File: config.mk
export PLATFORM = sky130hd
export DESIGN_NAME = door_controller_flat
export DESIGN_NICKNAME = d
export VERILOG_FILES = /design/src/rtl/door_controller_if.sv /design/src/rtl/door_controller.sv /design/src/flat_wrapper.sv
export SDC_FILE = /design/constraint.sdc
export NUM_CORES = 1
export LEC_CHECK = 0
export BUFFER_PORTS_ARGS = -buffer_cell sky130_fd_sc_hd__buf_2
export CORE_ASPECT_RATIO = 0.8
export CORE_MARGIN = 1
export CORE_UTILIZATION = 30
export DETAILED_ROUTE_END_ITERATION = 8
export PLACE_DENSITY = 0.56
export SETUP_SLACK_MARGIN = 0.5
export SYNTH_ARGS = -nofsm -noshare
export SYNTH_HDL_FRONTEND = slang
export SYNTH_SLANG_ARGS = --single-unit
File: constraint.sdc
create_clock -name clk -period 1.6 [get_ports clk]
set_clock_uncertainty 0.05 [all_clocks]
set_input_delay 0.32 -clock clk [delete_from_list [all_inputs] [get_ports clk]]
set_output_delay 0.32 -clock clk [all_outputs]
set_load 0.05 [all_outputs]
File: src/rtl/door_controller_if.sv
// Request/status bundle between the floor/motion controller and the door sequencer.
// The master side drives requests and sensing; the slave side (door controller) reports state.
interface door_controller_if;
  logic       tick;
  logic       open_req;
  logic       close_req;
  logic       obstruct;
  logic       moving;
  logic [1:0] door_state;
  logic       door_closed;
  logic       opened;
  logic       done;

  modport master (
    output tick, open_req, close_req, obstruct, moving,
    input  door_state, door_closed, opened, done
  );

  modport slave (
    input  tick, open_req, close_req, obstruct, moving,
    output door_state, door_closed, opened, done
  );
endinterface

File: src/rtl/door_controller.sv
// Elevator car door sequencer: times opening, dwell and closing in whole divider ticks,
// with obstruction/re-open handling and a car-moving interlock on opening from closed.
module door_controller #(
  parameter int unsigned OPEN_TICKS  = 4,
  parameter int unsigned HOLD_TICKS  = 30,
  parameter int unsigned CLOSE_TICKS = 4
) (
  input logic              clk,
  input logic              reset,
  door_controller_if.slave dbus
);

  localparam int unsigned MaxOc    = (OPEN_TICKS > CLOSE_TICKS) ? OPEN_TICKS : CLOSE_TICKS;
  localparam int unsigned MaxTicks = (HOLD_TICKS > MaxOc) ? HOLD_TICKS : MaxOc;
  localparam int unsigned CntW     = $clog2(MaxTicks + 1);

  localparam logic [CntW-1:0] OpenLast  = CntW'(OPEN_TICKS - 1);
  localparam logic [CntW-1:0] HoldLast  = CntW'(HOLD_TICKS - 1);
  localparam logic [CntW-1:0] CloseLast = CntW'(CLOSE_TICKS - 1);

  typedef enum logic [1:0] {
    StClosed  = 2'd0,
    StOpening = 2'd1,
    StOpen    = 2'd2,
    StClosing = 2'd3
  } state_e;

  state_e          state_q, state_d;
  logic [CntW-1:0] cnt_q, cnt_d;
  logic            door_closed_q;
  logic            opened_q, opened_d;
  logic            done_q, done_d;

  always_comb begin
    state_d  = state_q;
    cnt_d    = cnt_q;
    opened_d = 1'b0;
    done_d   = 1'b0;

    unique case (state_q)
      StClosed: begin
        if (dbus.open_req && !dbus.moving) begin
          state_d = StOpening;
          cnt_d   = '0;
        end
      end

      StOpening: begin
        if (dbus.tick) begin
          if (cnt_q == OpenLast) begin
            state_d  = StOpen;
            cnt_d    = '0;
            opened_d = 1'b1;
          end else begin
            cnt_d = cnt_q + CntW'(1);
          end
        end
      end

      StOpen: begin
        // Obstruction and open_req both pin the dwell at its start.
        if (dbus.obstruct || dbus.open_req) begin
          cnt_d = '0;
        end else if (dbus.close_req) begin
          state_d = StClosing;
          cnt_d   = '0;
        end else if (dbus.tick) begin
          if (cnt_q == HoldLast) begin
            state_d = StClosing;
            cnt_d   = '0;
          end else begin
            cnt_d = cnt_q + CntW'(1);
          end
        end
      end

      StClosing: begin
        // Reopen wins over a coincident tick.
        if (dbus.obstruct || dbus.open_req) begin
          state_d = StOpening;
          cnt_d   = '0;
        end else if (dbus.tick) begin
          if (cnt_q == CloseLast) begin
            state_d = StClosed;
            cnt_d   = '0;
            done_d  = 1'b1;
          end else begin
            cnt_d = cnt_q + CntW'(1);
          end
        end
      end

      default: begin
        state_d = StClosed;
        cnt_d   = '0;
      end
    endcase
  end

  always_ff @(posedge clk or posedge reset) begin
    if (reset) begin
      state_q       <= StClosed;
      cnt_q         <= '0;
      door_closed_q <= 1'b1;
      opened_q      <= 1'b0;
      done_q        <= 1'b0;
    end else begin
      state_q       <= state_d;
      cnt_q         <= cnt_d;
      door_closed_q <= (state_d == StClosed);
      opened_q      <= opened_d;
      done_q        <= done_d;
    end
  end

  assign dbus.door_state  = state_q;
  assign dbus.door_closed = door_closed_q;
  assign dbus.opened      = opened_q;
  assign dbus.done        = done_q;

endmodule

File: src/flat_wrapper.sv
// flat-port wrapper written by rule: the top's interface ports become plain ports
module door_controller_flat 
#(
  parameter int unsigned OPEN_TICKS  = 4,
  parameter int unsigned HOLD_TICKS  = 30,
  parameter int unsigned CLOSE_TICKS = 4
)
  (clk, reset, dbus_tick, dbus_open_req, dbus_close_req, dbus_obstruct, dbus_moving, dbus_door_state, dbus_door_closed, dbus_opened, dbus_done);
  door_controller_if dbus_i ();
  input logic clk;
  input logic reset;
  input wire logic [$bits(dbus_i.tick)-1:0] dbus_tick;
  input wire logic [$bits(dbus_i.open_req)-1:0] dbus_open_req;
  input wire logic [$bits(dbus_i.close_req)-1:0] dbus_close_req;
  input wire logic [$bits(dbus_i.obstruct)-1:0] dbus_obstruct;
  input wire logic [$bits(dbus_i.moving)-1:0] dbus_moving;
  output wire logic [$bits(dbus_i.door_state)-1:0] dbus_door_state;
  output wire logic [$bits(dbus_i.door_closed)-1:0] dbus_door_closed;
  output wire logic [$bits(dbus_i.opened)-1:0] dbus_opened;
  output wire logic [$bits(dbus_i.done)-1:0] dbus_done;
  assign dbus_i.tick = dbus_tick;
  assign dbus_i.open_req = dbus_open_req;
  assign dbus_i.close_req = dbus_close_req;
  assign dbus_i.obstruct = dbus_obstruct;
  assign dbus_i.moving = dbus_moving;
  assign dbus_door_state = dbus_i.door_state;
  assign dbus_door_closed = dbus_i.door_closed;
  assign dbus_opened = dbus_i.opened;
  assign dbus_done = dbus_i.done;
  door_controller #(.OPEN_TICKS(OPEN_TICKS), .HOLD_TICKS(HOLD_TICKS), .CLOSE_TICKS(CLOSE_TICKS)) u_core (.clk(clk), .reset(reset), .dbus(dbus_i));
endmodule
# Yosys cells after proc, flatten, opt, wreduce, memory -nomap -nowiden

Index checks and enable logic that the tools add are counted.

$add $sub $neg: 1
Multipliers: 0
Div/mod/pow operators: 0
Magnitude comparators: 0
Equal/unequal tests: 7
Shift-type cells: 0
Mux-type cells: 25
Bitwise gates (word level): 0
Reduce and logical (&&, ||, !) cells: 6

Operators by type and width:

| operator              | count |
|---|---|
| $mux W5               | 8 |
| $mux W2               | 10 |
| $pmux W5 S4           | 1 |
| $pmux W2 S4           | 1 |
| $add A5 B1 Y5 const B | 1 |
| $eq A5 B2 Y1 const B  | 1 |
| $eq A5 B5 Y1 const B  | 1 |
| $mux W1               | 5 |
| $eq A2 B2 Y1 const B  | 2 |
| $logic_not A2 Y1      | 2 |
| $ne A4 B3 Y1 const B  | 1 |
| $eq A2 B1 Y1 const B  | 1 |
| $ne A2 B1 Y1 const B  | 1 |
| $reduce_and A2 Y1     | 1 |
| $logic_and A1 B1 Y1   | 1 |
| $logic_not A1 Y1      | 1 |
| $logic_or A1 B1 Y1    | 1 |

Flip-flop bits (word level): 10
Bits in latches: 0
Bits in writable memories: 0
ROM bits: 0
Output and inout port bits: 5
Word-level logic and storage cells: 44
Memories kept: 0

# Longest topological paths before layout

Depth after elaboration: 7
Depth in mapped cells: 6
Gate-level depth less buffers: 6

# Worst setup path before layout

No wires, ideal clock.

Path kind: register -> register
From: register u_core.state_q[1] (netlist: u_core.dbus.door_state[1])
To: register u_core.cnt_q[3]
Library setup time: 0.064 ns
Data arrival time: 1.534 ns
Data required time: 1.486 ns
Slack: -0.048 ns
Stages on the path, launching flop included: 5
Path buffers: 0
Path through: dfrtp_1 nor3b_2 nand3_2 a221oi_1 a21o_1

Word-level cells in the longest chain between the ends: 3
Elaborated cells between the ends (all ways): 8
Classes of those cells: eq/ne: 5; mux: 1; reduce/logical: 2

RTL lines:

| what                                                          | RTL line               | text |
|---|---|---|
| from (decl)                                                   | door_controller.sv:28  | `state_e state_q, state_d;` |
| from (signal assigned)                                        | door_controller.sv:102 | `state_q <= StClosed;` |
| from (signal assigned)                                        | door_controller.sv:108 | `state_q <= state_d;` |
| $eq A2 B2 Y1 or $logic_not A2 Y1 (tied branches)              | door_controller.sv:40  | `unique case (state_q)` |
| $ne A4 B3 Y1 (no source line) or $ne A2 B1 Y1 (tied branches) | -                      |  |
| $reduce_and A2 Y1 (no source line)                            | -                      |  |
| to (signal assigned)                                          | door_controller.sv:109 | `cnt_q <= cnt_d;` |
| to (decl)                                                     | door_controller.sv:29  | `logic [CntW-1:0] cnt_q, cnt_d;` |

Parallel ways exist; a longest one is shown, timed or not.
A chain may end at the register's enable or synchronous reset.

# Worst setup path after layout

From: register u_core.cnt_q[3]
To: register u_core.cnt_q[1]

Word-level cells in the longest chain between the ends: 6
Elaborated cells between the ends (all ways): 10
Classes of those cells: eq/ne: 2; mux: 8

RTL lines:

| what            | RTL line              | text |
|---|---|---|
| $eq A5 B5 Y1    | door_controller.sv:68 | `if (cnt_q == HoldLast) begin` |
| $mux W5         | door_controller.sv:68 |  |
| $mux W5         | door_controller.sv:67 | `end else if (dbus.tick) begin` |
| $mux W5         | door_controller.sv:64 | `end else if (dbus.close_req) begin` |
| $mux W5         | door_controller.sv:62 | `if (dbus.obstruct \|\| dbus.open_req) begin` |
| $pmux W5 S4 (*) | door_controller.sv:40 |  |

Mark *: on every way between the ends. The rest lies on a longest branch, timed or not. The select of a mux whose other input is x is not followed.

==> flow_metrics.py <==
metrics = {
    "status": {
        "status": "completed",
    },
    "clock_network": {
        "cts_root_buf": "clkbuf_4",
        "numCtsBuffers": 3,
        "path_clk_slew_ns": 0.07,
        "clk_latency_ns": 0.27,
        "cts_max_level": 1,
        "cts_tree": "done",
        "cts_max_path_buffers": 2,
        "clock_sinks": 10,
    },
    "die": {
        "ios": 12,
        "rows": 14,
        "fp.dieH_um": 42.4,
        "die_w_um": 52.4,
        "die_area_sq_um": 2220,
        "initial_core_util_pct": 32.3,
        "core_region_area_sq_um": 1890,
    },
    "final_layout": {
        "fin_cells": 113,
        "drive_gt1_share_pct": 47.2,
        "nNetsFinal": 99,
        "synthToLayoutAreaGrowth_pct": 44.5,
        "diodes": 0,
    },
    "sta": {
        "fmaxAchievable_mhz": 696,
        "tns_ns": 0,
        "fin_ws_ns": 0.163,
        "fin_crit_ns": 1.44,
        "finalSetupViolCount": 0,
        "holdWs_ns": 0.367,
        "post-route-period-util_pct": 89.8,
        "slew_viol_final": 0,
        "max_slew_margin_pct": 66.8,
        "hold_violations": 0,
        "rsz0062_at_grt": "yes",
        "worst_pin_slew_ns": 0.493,
    },
    "power": {
        "power_frac_comb_pct": 51.8,
        "clkPwrFrac_pct": 17.7,
        "powerDensity_nw_per_um2": 1460,
        "vdd_drop_max_mv": 0.673,
        "switchingPower_mw": 0.504,
        "p_total_mw": 1.29,
        "leakagePower_nw": 0.437,
        "p_int_mw": 0.787,
        "seqPwrFrac_pct": 30.5,
        "swShare_pct": 39.1,
    },
    "yosys": {
        "yosysSeqAreaShare_pct": 41.2,
        "syn_avg_cell_area_sq_um": 9.54,
        "yosys-top-cells-count": "dfrtp_1 (9), inv_1 (7), a21o_1 (5)",
        "synth_top_area_share_pct": 36.9,
        "synth_area_sq_um": 611,
        "yosys.cell_types.count": 33,
        "yosysWarnings": 0,
        "synth_edf_count": 0,
        "synth_ff_type": "dfrtp_1",
        "yosysMostFrequentCell": "dfrtp_1",
        "synth-seq-cells": 10,
        "synth.area.top_cells": "dfrtp_1 (37%), a21o_1 (6.1%), dfstp_2 (4.3%), inv_1 (4.3%), ha_1 (4.1%)",
        "synthArstFlopShare_pct": 100,
        "synth_top_cell_by_area": "dfrtp_1",
        "syn_nets": 73,
        "synth_cells": 64,
    },
    "placement": {
        "dpl_worst_slack_ns": 0.0952,
        "globalplace.congestion": 0.730,
        "post-dp-hpwl_um": 976,
        "placed_cells": 101,
        "port_buffers": 11,
    },
    "grt": {
        "grt_max_degree": 11,
        "globalRouteTotalUtil_pct": 15.3,
        "grt_pass1_wl_um": 2440,
        "antenna_found_initial": 0,
        "globalRouteOverflowTotal": 0,
        "grt_pass1_vias": 544,
    },
    "hold_path": {
        "hp-class": "primary input to register",
        "hold-path-cell-count": 4,
    },
    "drt": {
        "drt_pass1_iterations": 4,
        "vias": 569,
        "ant_nets": 0,
        "avgViaCountPerCell": 5.04,
        "wl_per_cell_um": 12.5,
        "drt-initial-drc-count": 11,
        "drc": 0,
        "routed_wl_um": 1410,
    },
    "setup_path": {
        "required_ns": 1.72,
        "cp_top_family": "compound AO/OA/AOI/OAI gates",
        "crit_type": "register to register",
        "cp_slowest_cell": "or3_4",
        "worst_ep_arrival_time_ns": 1.55,
        "path_cells": "or3_4 -> o211ai_4 -> a211oi_1 -> a21o_1",
        "cpPeakStageDelay_ns": 0.42,
        "end_kind": "register",
        "path_depth": 4,
        "start_kind": "register",
        "crit_fanout": 3,
        "worstRegToRegCells": 4,
        "cp_num_buf_inv": 0,
    },
    "run": {
        "drv_cap": 0,
    },
}
cell type report:
| class | instances | area, sq um |
|---|---|---|
| tap | 24 | 30.0 |
| fill | 183 | 1010 |
| timing repair buffer | 22 | 171 |
| multi-input combinational | 46 | 363 |
| sequential | 10 | 255 |
| clock buffer | 4 | 36.3 |
| inverter | 7 | 26.3 |
power groups by stage:
stage	Clock (mW)	Combinational, mW	Sequential [mW]
6_report	0.229	0.668	0.394
5_1_grt	0.253	0.731	0.405
4_1_cts	0.238	0.605	0.389
3_5_place_dp	0	0.510	0.402
3_3_place_gp	0	0.517	0.400
2_1_floorplan	0	0.317	0.460
logic make-up after synthesis:
family	after synthesis	share of synthesized area [%]
fa+ha+maj	2	4.10
compound gates	25	30.7
simple gates	19	18.9
flops	10	41.2
buf+inv	8	5.12
final timing paths:
kind                                                          end                   startpoint  slack (ns)
worst max-delay path                  u_core.cnt_q[1]$_DFFE_PP0P_  u_core.cnt_q[3]$_DFFE_PP0P_        0.16
worst min-delay path            u_core.dbus.door_closed$_DFF_PP1_                dbus_obstruct        0.37
worst max register to register        u_core.cnt_q[1]$_DFFE_PP0P_  u_core.cnt_q[3]$_DFFE_PP0P_        0.16
worst min register to register        u_core.cnt_q[1]$_DFFE_PP0P_  u_core.cnt_q[1]$_DFFE_PP0P_        0.51
max in group asynchronous       u_core.dbus.door_closed$_DFF_PP1_                        reset        0.66
min in group asynchronous             u_core.cnt_q[1]$_DFFE_PP0P_                        reset        0.52
flip-flops by register name, indices dropped and copies added (netlist names):
| signal | cells |
|---|---|
| u_core.cnt_q | 5 |
| u_core.dbus.done | 1 |
| u_core.dbus.door_closed | 1 |
| u_core.dbus.door_state | 2 |
| u_core.dbus.opened | 1 |
stage by stage:
step | instance area (sq um) | util, %
floorplan | 626 | -
global placement | 728 | 38.5
detailed placement | 728 | 38.5
CTS | 846 | 44.7
global route | 882 | 46.6
finish | 882 | 46.6
placed cells by master, fill, tap and decap left out, types with 2 or more instances in the layout:
master and n:
inv_1 7, nor2_1 3, dfrtp_2 3, ha_2 2
buf_4 9, nand3_1 4, nand2_1 4, a21o_1 5
clkbuf_4 3, buf_6 4, buf_2 6, o21ai_1 2
dfrtp_1 6, a21oi_1 2
worst reg2reg max path, cell delays in order (launching register included):
cell and delay [ns]:
dfrtp_1 0.38, or3_4 0.42, o211ai_4 0.22, a211oi_1 0.11
a21o_1 0.17
repair_timing:
action	4_1_cts	5_1_grt
setup endpoints to repair	15	15
buffers inserted	4	3
hold buffers	1	0
pin swaps	4	0
resized for setup	13	4
endpoints found under the hold margin	9	0
metal layers:
layer / track usage (%) / routed length (um)
met1: 19.9 / 689
met2: 22.8 / 653
met5: 0 / 0
met4: 3.16 / 0
met3: 7.61 / 71
No activity file was read; power rests on OpenSTA's default activity.
